$ cat config.mk
export PLATFORM = sky130hd
export DESIGN_NAME = uart_tx_serializer_flat
export DESIGN_NICKNAME = d
export VERILOG_FILES = /design/src/rtl/uart_tx_serializer_if.sv /design/src/rtl/uart_tx_serializer.sv /design/src/flat_wrapper.sv
export SDC_FILE = /design/constraint.sdc
export NUM_CORES = 1
export LEC_CHECK = 0
export CAP_MARGIN = 25
export CORE_UTILIZATION = 50
export CTS_CLUSTER_DIAMETER = 150
export DETAILED_ROUTE_END_ITERATION = 8
export PLACE_DENSITY = 0.73
export SETUP_SLACK_MARGIN = 0.3
export SLEW_MARGIN = 15
export SYNTH_ARGS = -nofsm -noshare
export SYNTH_HDL_FRONTEND = slang
export SYNTH_SLANG_ARGS = --single-unit
$ cat constraint.sdc
create_clock -name i_clk -period 2.2 [get_ports i_clk]
set_clock_uncertainty 0.15 [all_clocks]
set_input_delay 0.44 -clock i_clk [delete_from_list [all_inputs] [get_ports i_clk]]
set_output_delay 0.44 -clock i_clk [all_outputs]
set_load 0.1 [all_outputs]
$ cat src/rtl/uart_tx_serializer_if.sv
// TX FIFO read-side bundle shared by the FIFO and the UART transmit serializer.
// Latency: n/a (wires only); data is the FIFO's registered read output.
// Backpressure: none; the reader pops with a one-cycle strobe only when not empty.
//
// Signals:
//   i_fifo_data_w  - FIFO registered read data (valid the cycle after the strobe)
//   i_fifo_empty_w - FIFO empty flag
//   o_fifo_read_w  - one-cycle read strobe from the serializer
// Modports:
//   master - serializer side (drives the read strobe, consumes data/empty)
//   slave  - FIFO side (drives data/empty, consumes the read strobe)
interface uart_tx_serializer_if #(
    parameter int DATA_BITS = 8
);
    logic [DATA_BITS-1:0] i_fifo_data_w;
    logic                 i_fifo_empty_w;
    logic                 o_fifo_read_w;

    modport master (
        input  i_fifo_data_w,
        input  i_fifo_empty_w,
        output o_fifo_read_w
    );

    modport slave (
        output i_fifo_data_w,
        output i_fifo_empty_w,
        input  o_fifo_read_w
    );
endinterface

$ cat src/rtl/uart_tx_serializer.sv
// UART transmit engine: pops bytes from the TX FIFO and sends them 8N1 (8E1 with parity), LSB first.
// Latency: first start-bit low on o_tx_w appears 3 edges after the edge that sees enable & !empty.
// Backpressure: fetches only while enabled and the FIFO is non-empty; a started frame always completes.
//
// Ports:
//   i_clk        - system clock
//   i_reset_n_w  - asynchronous active-low reset (line goes high immediately, popped byte dropped)
//   i_enable_w   - permits fetching new bytes (checked in IDLE and at the end of STOP)
//   fifo_if      - FIFO read side: data, empty flag, one-cycle read strobe (master modport)
//   o_tx_w       - serial line, idle high
//   o_busy_w     - high in every state except IDLE
//
// Build option: define UART_TX_PARITY_EN to insert an even-parity bit between the data bits and
// the stop bit (11 bit periods per frame). Left undefined, no parity state or logic exists.
module uart_tx_serializer #(
    parameter int DATA_BITS      = 8,
    parameter int CLKS_PER_BAUD  = 868,
    parameter int BAUD_CNT_WIDTH = 16
) (
    input  logic                 i_clk,
    input  logic                 i_reset_n_w,
    input  logic                 i_enable_w,
    uart_tx_serializer_if.master fifo_if,
    output logic                 o_tx_w,
    output logic                 o_busy_w
);

    localparam int IDX_W = (DATA_BITS > 1) ? $clog2(DATA_BITS) : 1;

    localparam logic [BAUD_CNT_WIDTH-1:0] BAUD_LAST = BAUD_CNT_WIDTH'(CLKS_PER_BAUD - 1);
    localparam logic [IDX_W-1:0]          IDX_LAST  = IDX_W'(DATA_BITS - 1);

`ifdef UART_TX_PARITY_EN
    typedef enum logic [2:0] {
        IDLE   = 3'd0,
        FETCH  = 3'd1,
        LOAD   = 3'd2,
        START  = 3'd3,
        DATA   = 3'd4,
        PARITY = 3'd5,
        STOP   = 3'd6
    } state_t;
`else
    typedef enum logic [2:0] {
        IDLE   = 3'd0,
        FETCH  = 3'd1,
        LOAD   = 3'd2,
        START  = 3'd3,
        DATA   = 3'd4,
        STOP   = 3'd6
    } state_t;
`endif

    state_t                    state_q;
    logic [BAUD_CNT_WIDTH-1:0] baud_q;
    logic [IDX_W-1:0]          bit_idx_q;
    logic [DATA_BITS-1:0]      shift_q;
    logic                      tx_q;
    logic                      rd_q;
    logic                      busy_q;
`ifdef UART_TX_PARITY_EN
    logic                      parity_q;
`endif

    // Launch a new byte: enabled and something is waiting in the FIFO.
    logic launch;
    // Last clock of the current bit period.
    logic baud_last;

    assign launch    = i_enable_w & ~fifo_if.i_fifo_empty_w;
    assign baud_last = (baud_q == BAUD_LAST);

    always_ff @(posedge i_clk or negedge i_reset_n_w) begin
        if (!i_reset_n_w) begin
            state_q   <= IDLE;
            baud_q    <= '0;
            bit_idx_q <= '0;
            shift_q   <= '0;
            tx_q      <= 1'b1;
            rd_q      <= 1'b0;
            busy_q    <= 1'b0;
`ifdef UART_TX_PARITY_EN
            parity_q  <= 1'b0;
`endif
        end else begin
            // The read strobe is a single-cycle pulse; only the FETCH entry sets it.
            rd_q <= 1'b0;

            case (state_q)
                IDLE: begin
                    if (launch) begin
                        state_q <= FETCH;
                        rd_q    <= 1'b1;
                        busy_q  <= 1'b1;
                    end
                end

                // The FIFO updates its read register on the edge that ends FETCH.
                FETCH: begin
                    state_q <= LOAD;
                end

                LOAD: begin
                    shift_q   <= fifo_if.i_fifo_data_w;
`ifdef UART_TX_PARITY_EN
                    parity_q  <= ^fifo_if.i_fifo_data_w;
`endif
                    baud_q    <= '0;
                    bit_idx_q <= '0;
                    state_q   <= START;
                end

                START: begin
                    if (baud_last) begin
                        baud_q  <= '0;
                        state_q <= DATA;
                    end else begin
                        baud_q  <= baud_q + 1'b1;
                    end
                end

                DATA: begin
                    if (baud_last) begin
                        baud_q  <= '0;
                        shift_q <= shift_q >> 1;
                        if (bit_idx_q == IDX_LAST) begin
                            bit_idx_q <= '0;
`ifdef UART_TX_PARITY_EN
                            state_q   <= PARITY;
`else
                            state_q   <= STOP;
`endif
                        end else begin
                            bit_idx_q <= bit_idx_q + 1'b1;
                        end
                    end else begin
                        baud_q <= baud_q + 1'b1;
                    end
                end

`ifdef UART_TX_PARITY_EN
                PARITY: begin
                    if (baud_last) begin
                        baud_q  <= '0;
                        state_q <= STOP;
                    end else begin
                        baud_q  <= baud_q + 1'b1;
                    end
                end
`endif

                STOP: begin
                    if (baud_last) begin
                        baud_q <= '0;
                        // Chaining straight into FETCH skips IDLE, so back-to-back
                        // stop bits stretch by the FETCH and LOAD cycles.
                        if (launch) begin
                            state_q <= FETCH;
                            rd_q    <= 1'b1;
                        end else begin
                            state_q <= IDLE;
                            busy_q  <= 1'b0;
                        end
                    end else begin
                        baud_q <= baud_q + 1'b1;
                    end
                end

                default: begin
                    state_q <= IDLE;
                    busy_q  <= 1'b0;
                end
            endcase

            // The line register follows the state one cycle behind; every bit
            // is delayed by the same amount, so bit widths are unaffected.
            case (state_q)
                START:   tx_q <= 1'b0;
                DATA:    tx_q <= shift_q[0];
`ifdef UART_TX_PARITY_EN
                PARITY:  tx_q <= parity_q;
`endif
                default: tx_q <= 1'b1;
            endcase
        end
    end

    assign o_tx_w                = tx_q;
    assign o_busy_w              = busy_q;
    assign fifo_if.o_fifo_read_w = rd_q;

endmodule

$ cat src/flat_wrapper.sv
// flat-port wrapper written by rule: the top's interface ports become plain ports
module uart_tx_serializer_flat 
#(
    parameter int DATA_BITS      = 8,
    parameter int CLKS_PER_BAUD  = 868,
    parameter int BAUD_CNT_WIDTH = 16
)
  (i_clk, i_reset_n_w, i_enable_w, o_tx_w, o_busy_w, fifo_if_i_fifo_data_w, fifo_if_i_fifo_empty_w, fifo_if_o_fifo_read_w);
  uart_tx_serializer_if #(.DATA_BITS(DATA_BITS)) fifo_if_i ();
  input  logic i_clk;
  input  logic i_reset_n_w;
  input  logic i_enable_w;
  output logic o_tx_w;
  output logic o_busy_w;
  input wire logic [$bits(fifo_if_i.i_fifo_data_w)-1:0] fifo_if_i_fifo_data_w;
  input wire logic [$bits(fifo_if_i.i_fifo_empty_w)-1:0] fifo_if_i_fifo_empty_w;
  output wire logic [$bits(fifo_if_i.o_fifo_read_w)-1:0] fifo_if_o_fifo_read_w;
  assign fifo_if_i.i_fifo_data_w = fifo_if_i_fifo_data_w;
  assign fifo_if_i.i_fifo_empty_w = fifo_if_i_fifo_empty_w;
  assign fifo_if_o_fifo_read_w = fifo_if_i.o_fifo_read_w;
  uart_tx_serializer #(.DATA_BITS(DATA_BITS), .CLKS_PER_BAUD(CLKS_PER_BAUD), .BAUD_CNT_WIDTH(BAUD_CNT_WIDTH)) u_core (.i_clk(i_clk), .i_reset_n_w(i_reset_n_w), .i_enable_w(i_enable_w), .fifo_if(fifo_if_i), .o_tx_w(o_tx_w), .o_busy_w(o_busy_w));
endmodule
# Yosys cells after proc, flatten, opt, wreduce, memory -nomap -nowiden

Cells that the tools add are included.
Widths: inputs -> output; s select.

Flip-flop bits (word level): 33
Bits in latches: 0
RAM bits: 0
Bits in read-only memories: 0
Input port bits: 12
Output and inout port bits: 3
Logic and storage cells: 55
Memories kept: 0

Add/sub/neg operators: 2
Multipliers: 0
Divide/modulo/power cells: 0
Magnitude comparators: 0
Equality and inequality tests: 13
Shifts and indexed selects: 0
Mux-type cells: 22
Bitwise operators: 3
Reductions and logical operators: 8

Operators with widths:

| kind                  | count |
|---|---|
| $pmux 16 s2           | 1 |
| $mux 3                | 7 |
| $pmux 3 s6            | 1 |
| $add 16x1->16 const B | 1 |
| $eq 16x10->1 const B  | 1 |
| $mux 16               | 1 |
| $pmux 8 s2            | 1 |
| $ne 2x1->1 const B    | 5 |
| $eq 3x3->1 const B    | 3 |
| $mux 8                | 1 |
| $eq 3x2->1 const B    | 2 |
| $mux 1                | 6 |
| $pmux 3 s2            | 1 |
| $reduce_and 5->1      | 1 |
| $pmux 1 s2            | 2 |
| $reduce_and 4->1      | 1 |
| $reduce_bool 2->1     | 2 |
| $reduce_or 4->1       | 1 |
| $add 3x1->3 const B   | 1 |
| $eq 3x1->1 const B    | 1 |
| $logic_not 3->1       | 1 |
| $pmux 1 s3            | 1 |
| $reduce_or 3->1       | 1 |
| $ne 2x2->1 const B    | 1 |
| other kinds (3)       | 4 |

# Logic depth before layout (Yosys ltp)

Gate-level depths: netlist of the first run.

Word-level depth: 5
Mapped depth: 6
Depth with buffers taken out: 5

# Worst setup path before layout of the first run

No wires, ideal clock.

Path kind: flip-flop to flip-flop
Start: reg u_core.baud_q[0]
End: reg u_core.state_q[0]
Library setup time: 124 ps
Arrival time: 1882 ps
Data required time: 1926 ps
Slack: 44 ps
Stages on the path, launching flop included: 7
Path buffers: 1
Clock period less this slack: 2156 ps
Path through: dfrtp_1 > ha_1 > or4b_4 > nor4_4 > buf_6 > nor2_2 > a211o_1

Longest elaborated chain between the ends: 3
Elaborated cells between the ends (all ways): 5
Classes of those cells: 4 x eq/ne; 1 x reduce/logical

RTL lines:

| element                      | RTL line                  | text |
|---|---|---|
| start, declared              | uart_tx_serializer.sv:55  | `logic [BAUD_CNT_WIDTH-1:0] baud_q;` |
| start signal, assigned       | uart_tx_serializer.sv:118 | `baud_q <= baud_q + 1'b1;` |
| start signal, assigned       | uart_tx_serializer.sv:137 | `baud_q <= baud_q + 1'b1;` |
| start signal, assigned       | uart_tx_serializer.sv:165 | `baud_q <= baud_q + 1'b1;` |
| $eq 16x10->1 *               | uart_tx_serializer.sv:71  | `assign baud_last = (baud_q == BAUD_LAST);` |
| $ne 2x1->1 (no line)         | -                         |  |
| $reduce_and 5->1 (no line) * | -                         |  |
| end signal, assigned         | uart_tx_serializer.sv:75  | `state_q <= IDLE;` |
| end signal, assigned         | uart_tx_serializer.sv:92  | `state_q <= FETCH;` |
| end signal, assigned         | uart_tx_serializer.sv:100 | `state_q <= LOAD;` |
| end, declared                | uart_tx_serializer.sv:54  | `state_t state_q;` |

Every way passes the cells marked *; elsewhere a longest branch is shown, timed or not.
A chain may end at the register's enable or synchronous reset.

# Worst setup path after layout of the first run

Ends and elaborated chain as after synthesis.

==> impl_metrics.env, run 1 <==
export IMPL_ys_ff_latch=33
export IMPL_pwr_share_clk=0.375
export IMPL_die_w_um=61.6
export IMPL_critPathLaunchType="flip-flop"
export IMPL_netSwitchingPower_mw=0.230
export IMPL_initial_utilization=0.528
export IMPL_async_flop_share=1.00
export IMPL_htreeDepth=2
export IMPL_rsz0062_at_grt="true"
export IMPL_netlist_area_mm2=0.00178
export IMPL_layout_common_cells="32 x dfrtp_1, 14 x buf_4, 11 x clkdlybuf4s50_1"
export IMPL_postLayoutCoreUtil=0.647
export IMPL_grt_overflow_total=0
export IMPL_ioPinCount=15
export IMPL_ys_types=44
export IMPL_outcome="completed"
export IMPL_synth_edff_count=0
export IMPL_synth_nets=191
export IMPL_r2r_slack_ns=0.12
export IMPL_yosys_area_top_type_share=0.451
export IMPL_finalSetupViolCount=0
export IMPL_drive_gt1_frac=0.238
export IMPL_p_leak_nw=0.924
export IMPL_core_area_mm2=0.00336
export IMPL_cpMostUsedCell="buf_6"
export IMPL_worstMarginPinSlew_ns=0.448
export IMPL_synth_seq_area_share=0.466
export IMPL_final_area_mm2=0.00218
export IMPL_die_area_mm2=0.00379
export IMPL_hold_viol=0
export IMPL_wl_um=3950
export IMPL_avgSynthCellArea_um2=10.1
export IMPL_fin_crit_ns=2.08
export IMPL_grt_pass1_wl_um=6330
export IMPL_ys_top_cells_by_area="dfrtp_1 45%, a221o_1 3.9%, a21oi_1 3.7%, and2_1 3.2%, nand4_1 3.2%"
export IMPL_clock_latency_ns=0.34
export IMPL_root_buffer="clkbuf_4"
export IMPL_crit_path_max_fanout=7
export IMPL_yosysWarningCount=0
export IMPL_syn_to_final_growth_pct=22.6
export IMPL_crit_family="simple AND/OR/NAND/NOR gates"
export IMPL_syn_inst=176
export IMPL_instances_no_fill=252
export IMPL_max_vdd_ir_drop_mv=0.366
export IMPL_cp_slowest_cell="or4b_4"
export IMPL_wl_per_cell_um=15.7
export IMPL_place_congestion=0.801
export IMPL_clkSinkCount=33
export IMPL_grt_max_degree=34
export IMPL_setup_tns_final_ns=0
export IMPL_maxCapViolations=0
export IMPL_p_seq_frac=0.587
export IMPL_finalNetCount=220
export IMPL_die_height_um=61.6
export IMPL_regToRegStartpoint="u_core.baud_q[0]"
export IMPL_clock_fmax_mhz=481
export IMPL_ctsLongestPathBuffers=2
export IMPL_slew_headroom=0.700
export IMPL_p_per_area_mw_per_mm2=484
export IMPL_cts_tree="built"
export IMPL_clkTransAtPathRegs_ns=0.10
export IMPL_vias_per_cell=6.10
export IMPL_worst_path_buf_inv=2
export IMPL_rr_worst_depth=7
export IMPL_ys_flop_type="dfrtp_1"
export IMPL_end_kind="flip-flop"
export IMPL_min_path_type="primary input to async pin"
export IMPL_cts_inserted_buffers=5
export IMPL_crit_required_ns=2.28
export IMPL_std_cell_rows=21
export IMPL_path_class="flip-flop to flip-flop"
export IMPL_finalPower_mw=1.05
export IMPL_crit_path_cell_trace="ha_2, or4b_4, nor4_4, buf_6, buf_6, nor2_4, a211o_1"
export IMPL_place_area_mm2=0.00205
export IMPL_ant_nets=0
export IMPL_route_detailed_drc=0
export IMPL_grt_pass1_vias=1458
export IMPL_diodes=0
export IMPL_p_int_mw=0.823
export IMPL_drv_slew=0
export IMPL_layout_commonest_cell="dfrtp_1"
export IMPL_arrival_ns=2.16
export IMPL_antenna_found_initial=0
export IMPL_vias=1537
export IMPL_drt_iter0_markers=113
export IMPL_synth_top_area_cell="dfrtp_1"
export IMPL_r2r_end="u_core.state_q[0]"
export IMPL_placedCellCount=240
export IMPL_track_usage=0.233
export IMPL_portBuffers=14
export IMPL_dp_hpwl_um=2650
export IMPL_dr_pass1_iters=4
export IMPL_p_comb_frac=0.038
export IMPL_cp_slowest_stage_delay_ns=0.47
export IMPL_swShare=0.219
export IMPL_period_share=0.945
-- state kept, by name, summed over array words and instances (netlist names) --
register	cells
u_core.o_tx_w	1
u_core.shift_q	8
u_core.state_q	3
u_core.o_busy_w	1
u_core.bit_idx_q	3
u_core.fifo_if.o_fifo_read_w	1
u_core.baud_q	16
-- worst max-delay path by stage --
stage                     slack (ns)  depth (start not counted)              from                 to
after floorplan                 0.06                          6  u_core.baud_q[0]  u_core.state_q[0]
after global placement          0.10                          6  u_core.baud_q[0]  u_core.state_q[0]
after detailed placement        0.06                          6  u_core.baud_q[0]  u_core.state_q[0]
after CTS                       0.12                          7  u_core.baud_q[0]  u_core.state_q[0]
after global routing            0.02                          7  u_core.baud_q[0]  u_core.state_q[0]
final                           0.12                          7  u_core.baud_q[0]  u_core.state_q[0]
-- metrics by stage --
stage / setup WS, ns / hold WS (ns)
finish: 0.120 / 0.344
detailed placement: 0.0636 / 0.351
floorplan: 0.0551 / -0.00559
global placement: 0.105 / 0.343
CTS: 0.118 / 0.353
global route: 0.0213 / 0.378
-- final cells by class --
| class | count | area (um2) |
|---|---|---|
| clock buffer | 7 | 65.1 |
| tap | 46 | 57.6 |
| timing repair buffer | 30 | 285 |
| fill | 301 | 1190 |
| inverter | 3 | 11.3 |
| multi-input combinational | 132 | 925 |
| clock inverter | 1 | 5.00 |
| sequential | 33 | 827 |
-- cells in the mapped netlist, types with 4 or more instances --
library cell and number:
a21oi_1 13, a221o_1 7, and2_1 9, clkbuf_1 5
dfrtp_1 32, nand2_1 10, nand3_1 8, nand4_1 9
nor2_1 9, o21ai_0 10, o31ai_1 6, or3_1 4
or4_1 7, xor2_1 5
-- worst reg2reg max path, stage by stage, from the launching register on --
cell and delay (ns):
dfrtp_1 0.37, ha_2 0.17, or4b_4 0.47, nor4_4 0.23, buf_6 0.16, buf_6 0.13
nor2_4 0.03, a211o_1 0.26
-- per-layer routing --
| layer | up-vias | share of wire | track usage | wire, um |
|---|---|---|---|---|
| li1 | 727 | - | - | - |
| met1 | 747 | 0.43 | 0.287 | 1710 |
| met2 | 52 | 0.50 | 0.358 | 1970 |
| met3 | 11 | 0.045 | 0.0630 | 177 |
| met4 | 0 | 0.023 | 0.152 | 89 |
| met5 | - | 0 | 0 | 0 |
-- what timing repair did --
action                                  in CTS  in global routing
buffers inserted                             1                  1
endpoints found under the setup margin      32                 32
gates cloned                                 1                  1
hold buffers                                 0                  0
pin swaps                                    2                  2
resized for setup                            4                  6
-- cell families after synthesis --
logic type / count (synthesis) / share of synthesized area
AOI/OAI and AO/OA: 48 / 0.185
xor gates and xnor gates: 5 / 0.0247
adders and majority gates: 4 / 0.0268
buffers and inverters: 12 / 0.0388
DFF: 33 / 0.466
and+or+nand+nor: 74 / 0.259
-- power groups by stage --
stage | Clock [mW] | Combinational, mW | Sequential [mW]
floorplan | 0 | 0.00792 | 0.629
global placement | 0 | 0.0402 | 0.630
detailed placement | 0 | 0.0413 | 0.630
CTS | 0.405 | 0.0412 | 0.618
global route | 0.429 | 0.0452 | 0.619
finish | 0.395 | 0.0401 | 0.618
Power figures use the tool's default switching activity.
==> run 2, diff against run 1 <==
- CORE_MARGIN: default -> 2
- CORE_UTILIZATION: 50 -> 30
- PLACE_DENSITY: 0.73 -> default
==> run 2 against run 1 <==
Die area grew 73%; worst hold slack gained 0.021 ns; maximum frequency shrank 0.59%; total power grew 5.2%; flip-flop and latch count is the same; routed wire length grew 5.7%; critical path depth is the same; global-route usage shrank 8.3 points; sequential power is essentially flat; combinational power is essentially flat; non-clock buffer count grew 8.
==> impl_metrics.env, run 2 (synthesis gave the netlist of run 1 again) <==
export IMPL_dp_hpwl_um=2750
export IMPL_crit_required_ns=2.22
export IMPL_layout_common_cells="32 x dfrtp_1, 24 x buf_4, 11 x clkdlybuf4s50_1"
export IMPL_ant_nets=0
export IMPL_regMostFlops="u_core.baud_q"
export IMPL_ioPinCount=15
export IMPL_vias_per_cell=5.29
export IMPL_worstMarginPinSlew_ns=0.527
export IMPL_std_cell_rows=28
export IMPL_slew_headroom=0.647
export IMPL_end_kind="flip-flop"
export IMPL_initial_utilization=0.305
export IMPL_crit_path_max_fanout=11
export IMPL_wl_um=4170
export IMPL_route_detailed_drc=0
export IMPL_htreeDepth=2
export IMPL_place_congestion=0.763
export IMPL_hold_end="u_core.shift_q[6]"
export IMPL_die_area_mm2=0.00655
export IMPL_hp_start="u_core.shift_q[7]"
export IMPL_route_top_layer_used="met4"
export IMPL_period_share=0.951
export IMPL_critPathLaunchType="flip-flop"
export IMPL_rr_worst_depth=7
export IMPL_largest_register_ffs=16
export IMPL_outcome="completed"
export IMPL_drt_iter0_markers=85
export IMPL_path_class="flip-flop to flip-flop"
export IMPL_hold_viol=0
export IMPL_setup_tns_final_ns=0
export IMPL_die_w_um=80.9
export IMPL_clock_fmax_mhz=478
export IMPL_instances_no_fill=289
export IMPL_regToRegStartpoint="u_core.baud_q[1]"
export IMPL_diodes=0
export IMPL_arrival_ns=2.12
export IMPL_layout_commonest_cell="dfrtp_1"
export IMPL_fin_crit_ns=2.09
export IMPL_finalNetCount=228
export IMPL_clkSinkCount=33
export IMPL_ctsLongestPathBuffers=2
export IMPL_drive_gt1_frac=0.257
export IMPL_track_usage=0.150
export IMPL_core_area_mm2=0.00582
export IMPL_n_fill_cell=605
export IMPL_maxCapViolations=0
export IMPL_finalSetupViolCount=0
export IMPL_placedCellCount=274
export IMPL_reg_top3="u_core.baud_q (16), u_core.shift_q (8)"
export IMPL_grt_pass1_vias=1581
export IMPL_cts_tree="built"
export IMPL_p_per_area_mw_per_mm2=484
export IMPL_root_buffer="clkbuf_8"
export IMPL_die_height_um=80.9
export IMPL_clock_latency_ns=0.29
export IMPL_cts_inserted_buffers=5
export IMPL_antenna_found_initial=0
export IMPL_postLayoutCoreUtil=0.394
export IMPL_min_path_type="flip-flop to flip-flop"
export IMPL_syn_to_final_growth_pct=28.9
export IMPL_vias=1528
export IMPL_portBuffers=14
export IMPL_grt_pass1_wl_um=7650
export IMPL_p_leak_nw=0.974
export IMPL_max_vdd_ir_drop_mv=0.305
export IMPL_r2r_slack_ns=0.11
export IMPL_dr_pass1_iters=4
export IMPL_hold_depth=1
export IMPL_clkTransAtPathRegs_ns=0.07
export IMPL_holdBufCountCts=0
export IMPL_r2r_end="u_core.state_q[0]"
export IMPL_grt_overflow_total=0
export IMPL_drv_slew=0
export IMPL_grt_max_degree=34
export IMPL_wirelength_met1_um=2040
export IMPL_wl_met2_um=1920
export IMPL_rsz0062_at_grt="true"
export IMPL_wl_met3_um=159
export IMPL_wl_per_cell_um=14.4
export IMPL_fin_hold_ws_ns=0.365
## run 2: cell count changes in the layout (fill, tap and decap cells not counted), sizes merged
cell	previous run	this run
and2	12	11
clkbuf	8	6
buf	18	27
clkinv	1	2
a31o	1	2
## run 2: worst max-delay path, stage by stage, from the launching register on
cell and delay (ns):
dfrtp_1 0.36, ha_2 0.17, or4b_4 0.47, nor4_4 0.23, buf_6 0.16, buf_8 0.13, nor2_2 0.04, a211o_1 0.26
## run 2: what timing repair did
action | in CTS | in global routing
gates resized for setup | 6 | 3
setup buffers | 5 | 1
pin swaps | 3 | 2
setup endpoints to repair | 32 | 32
cloned | 1 | 0
## run 2: area by class of cell
type	count	area [um2]	area share
flip-flops and latches	33	827	0.361
inverters	3	11.3	0.00492
clock buffers	6	72.6	0.0317
well taps	75	93.8	0.0410
repair buffers	38	337	0.147
multi-input cells	132	937	0.410
clock inverters	2	10.0	0.00437
## run 2: worst max-delay path by stage
stage                startpoint                 to  slack (ns)  depth (start not counted)
2_1_floorplan  u_core.baud_q[0]  u_core.state_q[0]        0.06                          6
3_3_place_gp   u_core.baud_q[0]  u_core.state_q[0]        0.09                          6
3_5_place_dp   u_core.baud_q[1]   u_core.baud_q[6]        0.04                          5
4_1_cts        u_core.baud_q[1]  u_core.state_q[0]        0.06                          7
5_1_grt        u_core.baud_q[0]  u_core.state_q[0]        0.04                          7
6_report       u_core.baud_q[1]  u_core.state_q[0]        0.11                          7
## run 2: through the flow
stage	power, mW	setup slack [ns]	instance area [um2]
floorplan	0.637	0.0551	1790
global route	1.15	0.0357	2290
finish	1.11	0.108	2290
global placement	0.671	0.0861	2110
detailed placement	0.672	0.0376	2110
CTS	1.12	0.0639	2270
## run 2: layer usage
layer  track usage  vias up
li1              -      745
met1         0.212      746
met2         0.226       30
met3        0.0333        7
met4        0.0508        0
met5             0        -
## run 2: power by group
group | switching, mW | internal (mW) | total (mW)
Sequential | 0.00461 | 0.614 | 0.619
Clock | 0.230 | 0.219 | 0.449
Combinational | 0.0162 | 0.0241 | 0.0402
Total | 0.251 | 0.857 | 1.11
